===== src/rtl/game_status_bar_if.sv =====
// game_status_bar_if: HUD status-bar control and pixel-stream bundle.
`default_nettype none

interface game_status_bar_if #(
    parameter int VAL_W = 5
);
    logic             enable;
    logic             frame_tick;
    logic [VAL_W-1:0] value;
    logic [10:0]      VGA_xpos;
    logic [10:0]      VGA_ypos;
    logic [11:0]      VGA_data;
    logic             anim_busy;

    modport master (
        output enable, frame_tick, value, VGA_xpos, VGA_ypos,
        input  VGA_data, anim_busy
    );

    modport slave (
        input  enable, frame_tick, value, VGA_xpos, VGA_ypos,
        output VGA_data, anim_busy
    );
endinterface

`default_nettype wire


===== src/rtl/game_status_bar.sv =====
// game_status_bar: slewing segmented HUD bar with drain ghost, 2-stage pixel pipeline.
// Optional low-level blink enabled by defining STATUS_BAR_BLINK_EN.
`default_nettype none

module game_status_bar #(
    parameter int          X0           = 320,
    parameter int          Y0           = 52,
    parameter int          SEG_H        = 16,
    parameter int          SEG_W_LOG2   = 4,
    parameter int          SEG_MAX      = 9,
    parameter int          VAL_W        = 5,
    parameter int          LOW_THRESH   = 2,
    parameter int          BLINK_FRAMES = 16,
    parameter logic [11:0] FILL_COLOR   = 12'hF00,
    parameter logic [11:0] BORDER_COLOR = 12'hF00
) (
    input  wire logic         clk,
    input  wire logic         rst,
    game_status_bar_if.slave  bus
);
    localparam logic [10:0] X_LEFT  = 11'(X0);
    localparam logic [10:0] X_RIGHT = 11'(X0 + (SEG_MAX << SEG_W_LOG2));
    localparam logic [10:0] Y_TOP   = 11'(Y0);
    localparam logic [10:0] Y_BOT   = 11'(Y0 + SEG_H);

    typedef enum logic [1:0] {
        IDLE  = 2'd0,
        FILL  = 2'd1,
        DRAIN = 2'd2
    } state_t;

    state_t       state, state_nxt;
    logic [4:0]   tgt_lvl, tgt_nxt;
    logic [4:0]   disp_lvl, disp_nxt;
    logic [4:0]   new_tgt;
    logic         busy;
    logic         blank;
    logic [VAL_W-1:0] val;

    assign val     = bus.value;
    assign new_tgt = (32'(val) > SEG_MAX) ? 5'(SEG_MAX) : 5'(val);

    always_ff @(posedge clk or posedge rst) begin
        if (rst) begin
            state    <= IDLE;
            tgt_lvl  <= 5'd0;
            disp_lvl <= 5'd0;
            busy     <= 1'b0;
        end else begin
            state    <= state_nxt;
            tgt_lvl  <= tgt_nxt;
            disp_lvl <= disp_nxt;
            busy     <= (state != IDLE);
        end
    end

    // Every state steps toward the freshly latched target; the state only records direction.
    always_comb begin
        state_nxt = state;
        tgt_nxt   = tgt_lvl;
        disp_nxt  = disp_lvl;
        if (!bus.enable) begin
            state_nxt = IDLE;
            tgt_nxt   = 5'd0;
            disp_nxt  = 5'd0;
        end else if (bus.frame_tick) begin
            tgt_nxt = new_tgt;
            if (new_tgt > disp_lvl) begin
                disp_nxt  = disp_lvl + 5'd1;
                state_nxt = (disp_lvl + 5'd1 == new_tgt) ? IDLE : FILL;
            end else if (new_tgt < disp_lvl) begin
                disp_nxt  = disp_lvl - 5'd1;
                state_nxt = (disp_lvl - 5'd1 == new_tgt) ? IDLE : DRAIN;
            end else begin
                state_nxt = IDLE;
            end
        end
    end

    assign bus.anim_busy = busy;

`ifdef STATUS_BAR_BLINK_EN
    localparam int BW = (BLINK_FRAMES > 1) ? $clog2(BLINK_FRAMES) : 1;

    logic [BW-1:0] blink_cnt;
    logic          blink_phase;
    logic          low;

    assign low = (disp_nxt != 5'd0) && (32'(disp_nxt) <= LOW_THRESH);

    always_ff @(posedge clk or posedge rst) begin
        if (rst) begin
            blink_cnt   <= '0;
            blink_phase <= 1'b0;
        end else if (!bus.enable) begin
            blink_cnt   <= '0;
            blink_phase <= 1'b0;
        end else if (bus.frame_tick) begin
            if (!low) begin
                blink_cnt   <= '0;
                blink_phase <= 1'b0;
            end else if (blink_cnt == BW'(BLINK_FRAMES - 1)) begin
                blink_cnt   <= '0;
                blink_phase <= ~blink_phase;
            end else begin
                blink_cnt   <= blink_cnt + 1'b1;
            end
        end
    end

    assign blank = blink_phase;
`else
    // Blink parameters only matter in the blink build; this folds to constant 0.
    assign blank = (LOW_THRESH < 0) && (BLINK_FRAMES < 0);
`endif

    // Stage 1: geometry classification of the incoming coordinate.
    logic [10:0] off;
    logic [4:0]  seg;
    logic        in_x, in_y, border_c, sep_c;
    logic        s1_inside, s1_border, s1_sep, s1_en;
    logic [4:0]  s1_seg;

    assign off      = bus.VGA_xpos - X_LEFT;
    assign seg      = 5'(off >> SEG_W_LOG2);
    assign in_x     = (bus.VGA_xpos >= X_LEFT) && (bus.VGA_xpos <= X_RIGHT);
    assign in_y     = (bus.VGA_ypos >= Y_TOP)  && (bus.VGA_ypos <= Y_BOT);
    assign border_c = (in_y && ((bus.VGA_xpos == X_LEFT) || (bus.VGA_xpos == X_RIGHT))) ||
                      (in_x && ((bus.VGA_ypos == Y_TOP)  || (bus.VGA_ypos == Y_BOT)));
    assign sep_c    = (off[SEG_W_LOG2-1:0] == '0) && (off != 11'd0);

    always_ff @(posedge clk or posedge rst) begin
        if (rst) begin
            s1_inside <= 1'b0;
            s1_border <= 1'b0;
            s1_sep    <= 1'b0;
            s1_en     <= 1'b0;
            s1_seg    <= 5'd0;
        end else begin
            s1_inside <= in_x && in_y;
            s1_border <= border_c;
            s1_sep    <= sep_c;
            s1_en     <= bus.enable;
            s1_seg    <= seg;
        end
    end

    // Stage 2: colour selection against the frame-stable levels.
    logic [11:0] pix_c, pix_out;

    always_comb begin
        pix_c = 12'h000;
        if (s1_en && s1_inside) begin
            if (s1_border) begin
                pix_c = BORDER_COLOR;
            end else if (s1_sep) begin
                pix_c = 12'h000;
            end else if ((state == DRAIN) && (s1_seg >= tgt_lvl) && (s1_seg < disp_lvl)) begin
                pix_c = 12'hFFF;
            end else if ((s1_seg < disp_lvl) && !blank) begin
                pix_c = FILL_COLOR;
            end
        end
    end

    always_ff @(posedge clk or posedge rst) begin
        if (rst) begin
            pix_out <= 12'h000;
        end else begin
            pix_out <= pix_c;
        end
    end

    assign bus.VGA_data = pix_out;

endmodule

`default_nettype wire


===== src/flat_wrapper.sv =====
// flat-port wrapper written by rule: the top's interface ports become plain ports
module game_status_bar_flat 
#(
    parameter int          X0           = 320,
    parameter int          Y0           = 52,
    parameter int          SEG_H        = 16,
    parameter int          SEG_W_LOG2   = 4,
    parameter int          SEG_MAX      = 9,
    parameter int          VAL_W        = 5,
    parameter int          LOW_THRESH   = 2,
    parameter int          BLINK_FRAMES = 16,
    parameter logic [11:0] FILL_COLOR   = 12'hF00,
    parameter logic [11:0] BORDER_COLOR = 12'hF00
)
  (clk, rst, bus_enable, bus_frame_tick, bus_value, bus_VGA_xpos, bus_VGA_ypos, bus_VGA_data, bus_anim_busy);
  game_status_bar_if #(.VAL_W(VAL_W)) bus_i ();
  input  wire logic clk;
  input  wire logic rst;
  input wire logic [$bits(bus_i.enable)-1:0] bus_enable;
  input wire logic [$bits(bus_i.frame_tick)-1:0] bus_frame_tick;
  input wire logic [$bits(bus_i.value)-1:0] bus_value;
  input wire logic [$bits(bus_i.VGA_xpos)-1:0] bus_VGA_xpos;
  input wire logic [$bits(bus_i.VGA_ypos)-1:0] bus_VGA_ypos;
  output wire logic [$bits(bus_i.VGA_data)-1:0] bus_VGA_data;
  output wire logic [$bits(bus_i.anim_busy)-1:0] bus_anim_busy;
  assign bus_i.enable = bus_enable;
  assign bus_i.frame_tick = bus_frame_tick;
  assign bus_i.value = bus_value;
  assign bus_i.VGA_xpos = bus_VGA_xpos;
  assign bus_i.VGA_ypos = bus_VGA_ypos;
  assign bus_VGA_data = bus_i.VGA_data;
  assign bus_anim_busy = bus_i.anim_busy;
  game_status_bar #(.X0(X0), .Y0(Y0), .SEG_H(SEG_H), .SEG_W_LOG2(SEG_W_LOG2), .SEG_MAX(SEG_MAX), .VAL_W(VAL_W), .LOW_THRESH(LOW_THRESH), .BLINK_FRAMES(BLINK_FRAMES), .FILL_COLOR(FILL_COLOR), .BORDER_COLOR(BORDER_COLOR)) u_core (.clk(clk), .rst(rst), .bus(bus_i));
endmodule

===== config.mk =====
export PLATFORM = sky130hd
export DESIGN_NAME = game_status_bar_flat
export DESIGN_NICKNAME = d
export VERILOG_FILES = /design/src/rtl/game_status_bar_if.sv /design/src/rtl/game_status_bar.sv /design/src/flat_wrapper.sv
export SDC_FILE = /design/constraint.sdc
export NUM_CORES = 1
export LEC_CHECK = 0
export ABC_AREA = 1
export ABC_CLOCK_PERIOD_IN_PS = 1650
export CAP_MARGIN = 20
export CORE_MARGIN = 5
export CORE_UTILIZATION = 45
export CTS_CLUSTER_DIAMETER = 150
export DETAILED_ROUTE_END_ITERATION = 6
export MAX_ROUTING_LAYER = met4
export PLACE_DENSITY = 0.76
export SETUP_SLACK_MARGIN = 0.02
export SLEW_MARGIN = 20
export SYNTH_ARGS = -nofsm -noshare
export SYNTH_HDL_FRONTEND = slang
export SYNTH_SLANG_ARGS = --single-unit

===== constraint.sdc =====
create_clock -name clk -period 1.65 [get_ports clk]
set_input_delay 0.495 -clock clk [delete_from_list [all_inputs] [get_ports clk]]
set_output_delay 0.495 -clock clk [all_outputs]
set_load 0.005 [all_outputs]

==> impl_metrics.csv <==
group,metric,value,unit
die,num_io_pins,44,
sta,finalCriticalPeriod,1.710,ns
clock_tree,htree_levels,1,
layout,final_util,68.11,%
die,fp.dieH,74.54,microns
die,core_region_area,0.004029,sq mm
sta,postLayoutSetupSlackWorst,-0.05977,ns
power,peakVddDrop,0.0004952,V
layout,fin_cells,376,
sta,hold_slack,0.5080,ns
sta,hold_viol_final,0,
sta,max_freq,584.9,MHz
worst_hold_path,worstHoldStart,"u_core.s1_border",
run,maxCapViolCount,0,
placed_design,hpwl,3789,microns
synthesis,yosysUniqueCellTypes,29,
synthesis,synth_top_area_share,32.04,%
route,vias,1857,
global_route,grt_start_max_net_pins,25,
sta,skew,0.002351,ns
worst_setup_path,cp_max_fo,6,
worst_setup_path,crit_path_end_kind,"register",
placed_design,io_buffers,43,
synthesis,syn_inst,257,
synthesis,synthTopCellsByCount,"59 x nand2_1, 39 x inv_1, 25 x nand3_1",
synthesis,ys_async_sr_fraction,100.0,%
global_route,gr-total-overflow,0,
synthesis,synth-main-ff-cell,"dfrtp_1",
die,start_util,46.52,%
worst_setup_path,worstSetupPathType,"in -> reg",
global_route,grt_use_total,19.04,%
placed_design,routabilityCongestion,0.9868,
global_route,grt_pass1_vias,1884,
sta,rsz0062_at_grt,"yes",
worst_hold_path,hold_path_class,"reg -> reg",
route,drt_pre_antenna_iters,6,
power,p_int,1366,uW
worst_setup_path,r2r-start,"u_core.disp_lvl[0]",
clock_tree,cts_tree,"done",
route,wl_per_cell,12.86,microns
synthesis,synth_most_common_cell,"nand2_1",
worst_setup_path,rr_worst_depth,8,
outcome,status,"complete, but fails checks",
clock_tree,clock_sinks,24,
synthesis,synth_area_per_cell,7.293,sq um
worst_setup_path,worst_ep_required_time,1.86,ns
synthesis,synthesis.nets,307,
layout,n_antenna_cell,0,
synthesis,synth_edf_count,0,
route,ant_nets,0,
route,viasPerCell,4.939,
global_route,antenna_found_initial,0,
power,leakagePower,0.001420,uW
synthesis,ys_seq_area_share,32.04,%
die,row_count,23,
outcome,violations,"setup timing",
layout,drive_gt1_share,24.23,%
power,power_frac_seq,32.5,%
synthesis,synth-seq-cells,24,
synthesis,synth_warnings,0,
layout,synthToLayoutAreaGrowth,46.40,%
clock_tree,path_clk_slew,0.09,ns
worst_setup_path,r2r_slack,-0.01,ns
route,totalWireLength,4835,microns
power,pwr-share-comb,42.2,%
route,drc_errors,0,
route,drtIter0Drc,110,
worst_setup_path,critPathLaunchType,"input port",
power,p_sw_share,34.18,%
placed_design,post-place-cells,366,
placed_design,pre_cts_ws,-0.8114,ns
synthesis,synth_area_leaders,"dfrtp_1 32%, ha_1 13%, nand2_1 12%, inv_1 7.8%, nand3_1 6.7%",
power,clkPwrFrac,25.3,%
clock_tree,cts_made_buffers,3,
worst_setup_path,arrival,1.92,ns
layout,fillers,335,
layout,final_nets,377,
clock_tree,clock-root-buffer,"clkbuf_8",
sta,drv_slew,0,
sta,finalCritPeriodShare,103.6,%
worst_setup_path,r2r_end,"u_core.state[0]",
synthesis,synth_top_cell_by_area,"dfrtp_1",
clock_tree,clock_path_buffers,2,
sta,setup_viol_count_final,6,
power,p_per_area,756.3,mW/mm^2
die,dieArea,0.005555,sq mm
global_route,grt_pass1_wl,8073,microns
power,p_switching,709.2,uW
die,dieWidth,74.54,microns
clock_tree,insertion_delay,0.27,ns
synthesis,synthesis.area,0.001874,sq mm
worst_hold_path,min_to,"u_core.bus.VGA_data[10]",
sta,setup_tns,-0.2287,ns
worst_hold_path,holdPathStages,2,
[layout make-up]
type	count	area (sq um)	area share, %
Clock buffer	3	41.29	1.505
Clock inverter	1	30.03	1.094
Inverter	41	153.9	5.609
Multi-Input combinational cell	181	1177	42.91
Sequential cell	24	601.8	21.93
Tap cell	50	62.56	2.280
Timing Repair Buffer	76	676.9	24.67
[stage by stage]
stage / cell area (sq um) / total power [uW]
2_1_floorplan: 1916 / 1149
3_5_place_dp: 2529 / 1462
6_report: 2744 / 2075
5_1_grt: 2744 / 2201
3_3_place_gp: 2529 / 1447
4_1_cts: 2661 / 2044
[sequential cells by signal (all words and copies together), names as in the netlist]
register and cells:
u_core.s1_sep 1, u_core.bus.VGA_data 2, u_core.s1_seg 5, u_core.s1_en 1
u_core.disp_lvl 5, u_core.s1_inside 1, u_core.bus.anim_busy 1, u_core.s1_border 1
u_core.state 2, u_core.tgt_lvl 5
[cell families (layout without fill, tap and decap cells)]
| kind of cell | count (synthesis) | after routing | synth area share, % |
|---|---|---|---|
| and+or+nand+nor | 130 | 130 | 31.71 |
| xor gates and xnor gates | 4 | 4 | 2.270 |
| adders and majority gates | 19 | 19 | 12.68 |
| AOI/OAI and AO/OA | 27 | 27 | 8.478 |
| other | 1 | 1 | 0.2001 |
| DFF | 24 | 24 | 32.04 |
| buffers and inverters | 52 | 121 | 12.62 |
[power by group through the flow]
stage	Clock [uW]	Sequential (uW)	Combinational (uW)
finish	524	675	876
global route	554	678	970
CTS	531	671	842
detailed placement	0	681	781
global placement	0	680	767
floorplan	0	676	473
[layout by cell type (no fill, tap or decap), types with 3 or more instances in the layout]
| master | synthesis | routed |
|---|---|---|
| inv_2 | 2 | 8 |
| dfrtp_1 | 24 | 23 |
| nand2_1 | 59 | 54 |
| clkbuf_8 | 0 | 3 |
| ha_1 | 19 | 15 |
| dlygate4sd2_1 | 0 | 10 |
| buf_4 | 11 | 32 |
| o21ai_0 | 10 | 9 |
| nor2_1 | 22 | 18 |
| nor2_4 | 1 | 5 |
| ha_4 | 0 | 4 |
| o22ai_1 | 3 | 3 |
| inv_1 | 39 | 33 |
| dlymetal6s2s_1 | 0 | 3 |
| nand2_2 | 3 | 7 |
| nand3_1 | 25 | 23 |
| a21oi_1 | 9 | 8 |
| clkdlybuf4s50_1 | 0 | 24 |
| nand4_1 | 9 | 9 |
[routing by layer]
layer  vias to the layer above  wire length, microns  track usage [%]
met4                         0                    43            3.953
li1                        958                     -                -
met3                         7                   284            2.973
met5                         -                     0                -
met1                       839                  2117            23.42
met2                        53                  2389            32.98
[critical path, cell delays in order]
cell and delay [ns]:
buf_8 0.10, o21ai_4 0.15, nand3_2 0.10, inv_2 0.08, ha_4 0.21, nand2_4 0.07
nor2_4 0.04, nand2_2 0.07, nand3_4 0.10, a21oi_4 0.26, nand4_1 0.17, nand2_1 0.09
[worst max-delay path by stage]
| stage | startpoint | endpoint | slack, ns | cells after the start |
|---|---|---|---|---|
| floorplan | bus_value[1] | u_core.disp_lvl[3] | -0.18 | 12 |
| global placement | bus_value[3] | u_core.disp_lvl[2] | -0.79 | 13 |
| detailed placement | bus_value[3] | u_core.disp_lvl[2] | -0.81 | 13 |
| CTS | bus_value[2] | u_core.disp_lvl[3] | -0.07 | 12 |
| global route | bus_value[1] | u_core.disp_lvl[3] | -0.15 | 12 |
| finish | bus_value[1] | u_core.disp_lvl[3] | -0.06 | 12 |
[what timing repair did]
item                                    4_1_cts  5_1_grt
hold buffers                                  0        0
pin swaps                                    18       17
endpoints found under the setup margin       20       12
buffers inserted                              4        2
gates resized for setup                      43       20
Power figures use the tool's default switching activity.
==> variant (config.mk and constraints unchanged) <==
`VAL_W` is set to 5 in 3 places; all go to 4.
--- a/src/rtl/game_status_bar_if.sv
+++ b/src/rtl/game_status_bar_if.sv
@@ -2,7 +2,7 @@
 `default_nettype none
 
 interface game_status_bar_if #(
-    parameter int VAL_W = 5
+    parameter int VAL_W = 4
 );
     logic             enable;
     logic             frame_tick;
--- a/src/rtl/game_status_bar.sv
+++ b/src/rtl/game_status_bar.sv
@@ -8,7 +8,7 @@
     parameter int          SEG_H        = 16,
     parameter int          SEG_W_LOG2   = 4,
     parameter int          SEG_MAX      = 9,
-    parameter int          VAL_W        = 5,
+    parameter int          VAL_W        = 4,
     parameter int          LOW_THRESH   = 2,
     parameter int          BLINK_FRAMES = 16,
     parameter logic [11:0] FILL_COLOR   = 12'hF00,
--- a/src/flat_wrapper.sv
+++ b/src/flat_wrapper.sv
@@ -6,7 +6,7 @@
     parameter int          SEG_H        = 16,
     parameter int          SEG_W_LOG2   = 4,
     parameter int          SEG_MAX      = 9,
-    parameter int          VAL_W        = 5,
+    parameter int          VAL_W        = 4,
     parameter int          LOW_THRESH   = 2,
     parameter int          BLINK_FRAMES = 16,
     parameter logic [11:0] FILL_COLOR   = 12'hF00,
Ports: changed (resized bus_value); port bits go from 44 to 43. No check against the original RTL was run, so the function may have changed too.
==> variant against the original RTL <==
The run still ends with negative setup slack left; register-to-register slack better by 70 ps; sequential cell count down 1; area after synthesis decreased by 2.6%; core utilization shrank 0.56 points; cell area fell by 2.2%; power rose by 30%; worst setup slack better by 36 ps; routed wire length grew 0.23%; global-route usage is 0.36 points lower; critical endpoint is now u_core.disp_lvl[4]$_DFFE_PP0P_; largest cell class unchanged; largest power group unchanged; highest routed layer unchanged.
==> variant: results (changes against the original RTL) <==
Run status
  – Status: finished, violations left
  – Violated checks: negative setup slack

Place
  – Cell Count Post-Placement: 361 (-1.4%)
  – Placed wire-length estimate: 3.73 mm (-1.6%)
  – Port-buffer cells: 42 (-2.3%)
  – Total cell area at the placement stage: 2450 sq um (-3.2%)

GRT
  – Vias in the first global route: 1759 (-6.6%)
  – GR Layer Usage met2: 31.5% (-1.5 points)
  – Met3 Track Usage GR: 1.78% (-1.2 points)
  – Largest net degree at the start of global routing: 24 (-4.0%)

Setup path
  – Arrival time of data at the critical path endpoint: 1880 ps (-40 ps)
  – Origin of the worst setup path: bus_value[3]
  – Worst flop-to-flop path startpoint: u_core.disp_lvl[1]$_DFFE_PP0P_

Timing
  – Maximum clock skew at final layout: 4.52 ps (+2.17 ps)
  – Crit path setup slack, layout: -23.6 ps (+36.2 ps)
  – Final number of setup-violating endpoints: 5 (-1)

Power and ir drop
  – Sequential group power: 707 uW (+4.7%)
  – Switching share of power: 42.2% (+8.0 points)
  – IR drop worst, VDD: 0.000526 V (+6.3%)
  – Leakage power: 0.00140 uW (-1.5%)
  – Power share of the clock group: 13.5% (-12 points)

Layout
  – Largest registers in the final layout: u_core.disp_lvl x5, u_core.s1_seg x5, u_core.tgt_lvl x4
  – Fraction of layout instances using a drive strength above 1: 26.7% (+2.5 points)

Synth
  – Count of cell types in the netlist: 32 (+10%)
  – Leading cell types by count after synthesis: sky130_fd_sc_hd__nand2_1 (65), sky130_fd_sc_hd__inv_1 (35), sky130_fd_sc_hd__dfrtp_1 (23), sky130_fd_sc_hd__nand3_1 (21), sky130_fd_sc_hd__nor2_1 (18)

Detailed routing
  – Met2 routed WL: 2.47 mm (+3.5%)
  – Detailed-route wire length: 4.85 mm (+0.23%)
  – Amount of wire on met3 after detailed routing: 289 um (+1.8%)

Clocking
  – Number of instances resized during post-cts repair: 44 (+2.3%)
  – Number of setup buffers added after CTS: 8 (+4)

Min path
  – Hold_sp: u_core.state[1]$_DFFE_PP0P_
==> variant: kinds of logic after synthesis <==
group	count (synthesis)	share of synthesized area (%)
buffers and inverters	54	13.2
and+or+nand+nor	133	34.1
xor gates and xnor gates	5	2.40
AOI/OAI and AO/OA	21	7.20
DFF	23	31.5
adders and majority gates	17	11.7
==> variant: final timing paths <==
check / endpoint / slack [ps] / depth (start not counted)
max reg2reg: u_core.disp_lvl[4]$_DFFE_PP0P_ / 60 / 9
min: u_core.bus.anim_busy$_DFF_PP0_ / 510 / 1
min in group asynchronous: u_core.disp_lvl[0]$_DFFE_PP0P_ / 550 / 3
max in group asynchronous: u_core.bus.VGA_data[7]$_DFF_PP0_ / 840 / 3
max: u_core.disp_lvl[4]$_DFFE_PP0P_ / -20 / 12
min reg2reg: u_core.bus.anim_busy$_DFF_PP0_ / 510 / 1
==> variant: area by class of cell <==
| cell class | instances | area [sq um] | share of cell area [%] |
|---|---|---|---|
| Multi-Input combinational cell | 176 | 1130 | 42.3 |
| Timing Repair Buffer | 80 | 698 | 26.0 |
| Sequential cell | 23 | 578 | 21.5 |
| Inverter | 43 | 161 | 6.02 |
| Tap cell | 50 | 62.6 | 2.33 |
| Clock buffer | 3 | 41.3 | 1.54 |
| Clock inverter | 1 | 7.51 | 0.280 |
==> variant: worst max-delay path, delay by kind of cell <==
kind,cells,cell delay [ps]
buffers and inverters,3,300
AND/OR/NAND/NOR,7,600
adder cells (fa/ha/maj),1,220
AO/OA/AOI/OAI,1,250
==> variant: metrics by stage <==
step	TNS (ps)	util [%]	setup slack, ps	hold slack [ps]	power, uW
floorplan	-493	-	-100	460	1530
global placement	-5730	61.7	-686	480	1990
detailed placement	-6060	61.7	-737	482	2030
CTS	0	65.6	21.5	506	2550
global route	-534	67.5	-121	536	2920
finish	-47.7	67.5	-23.6	512	2710
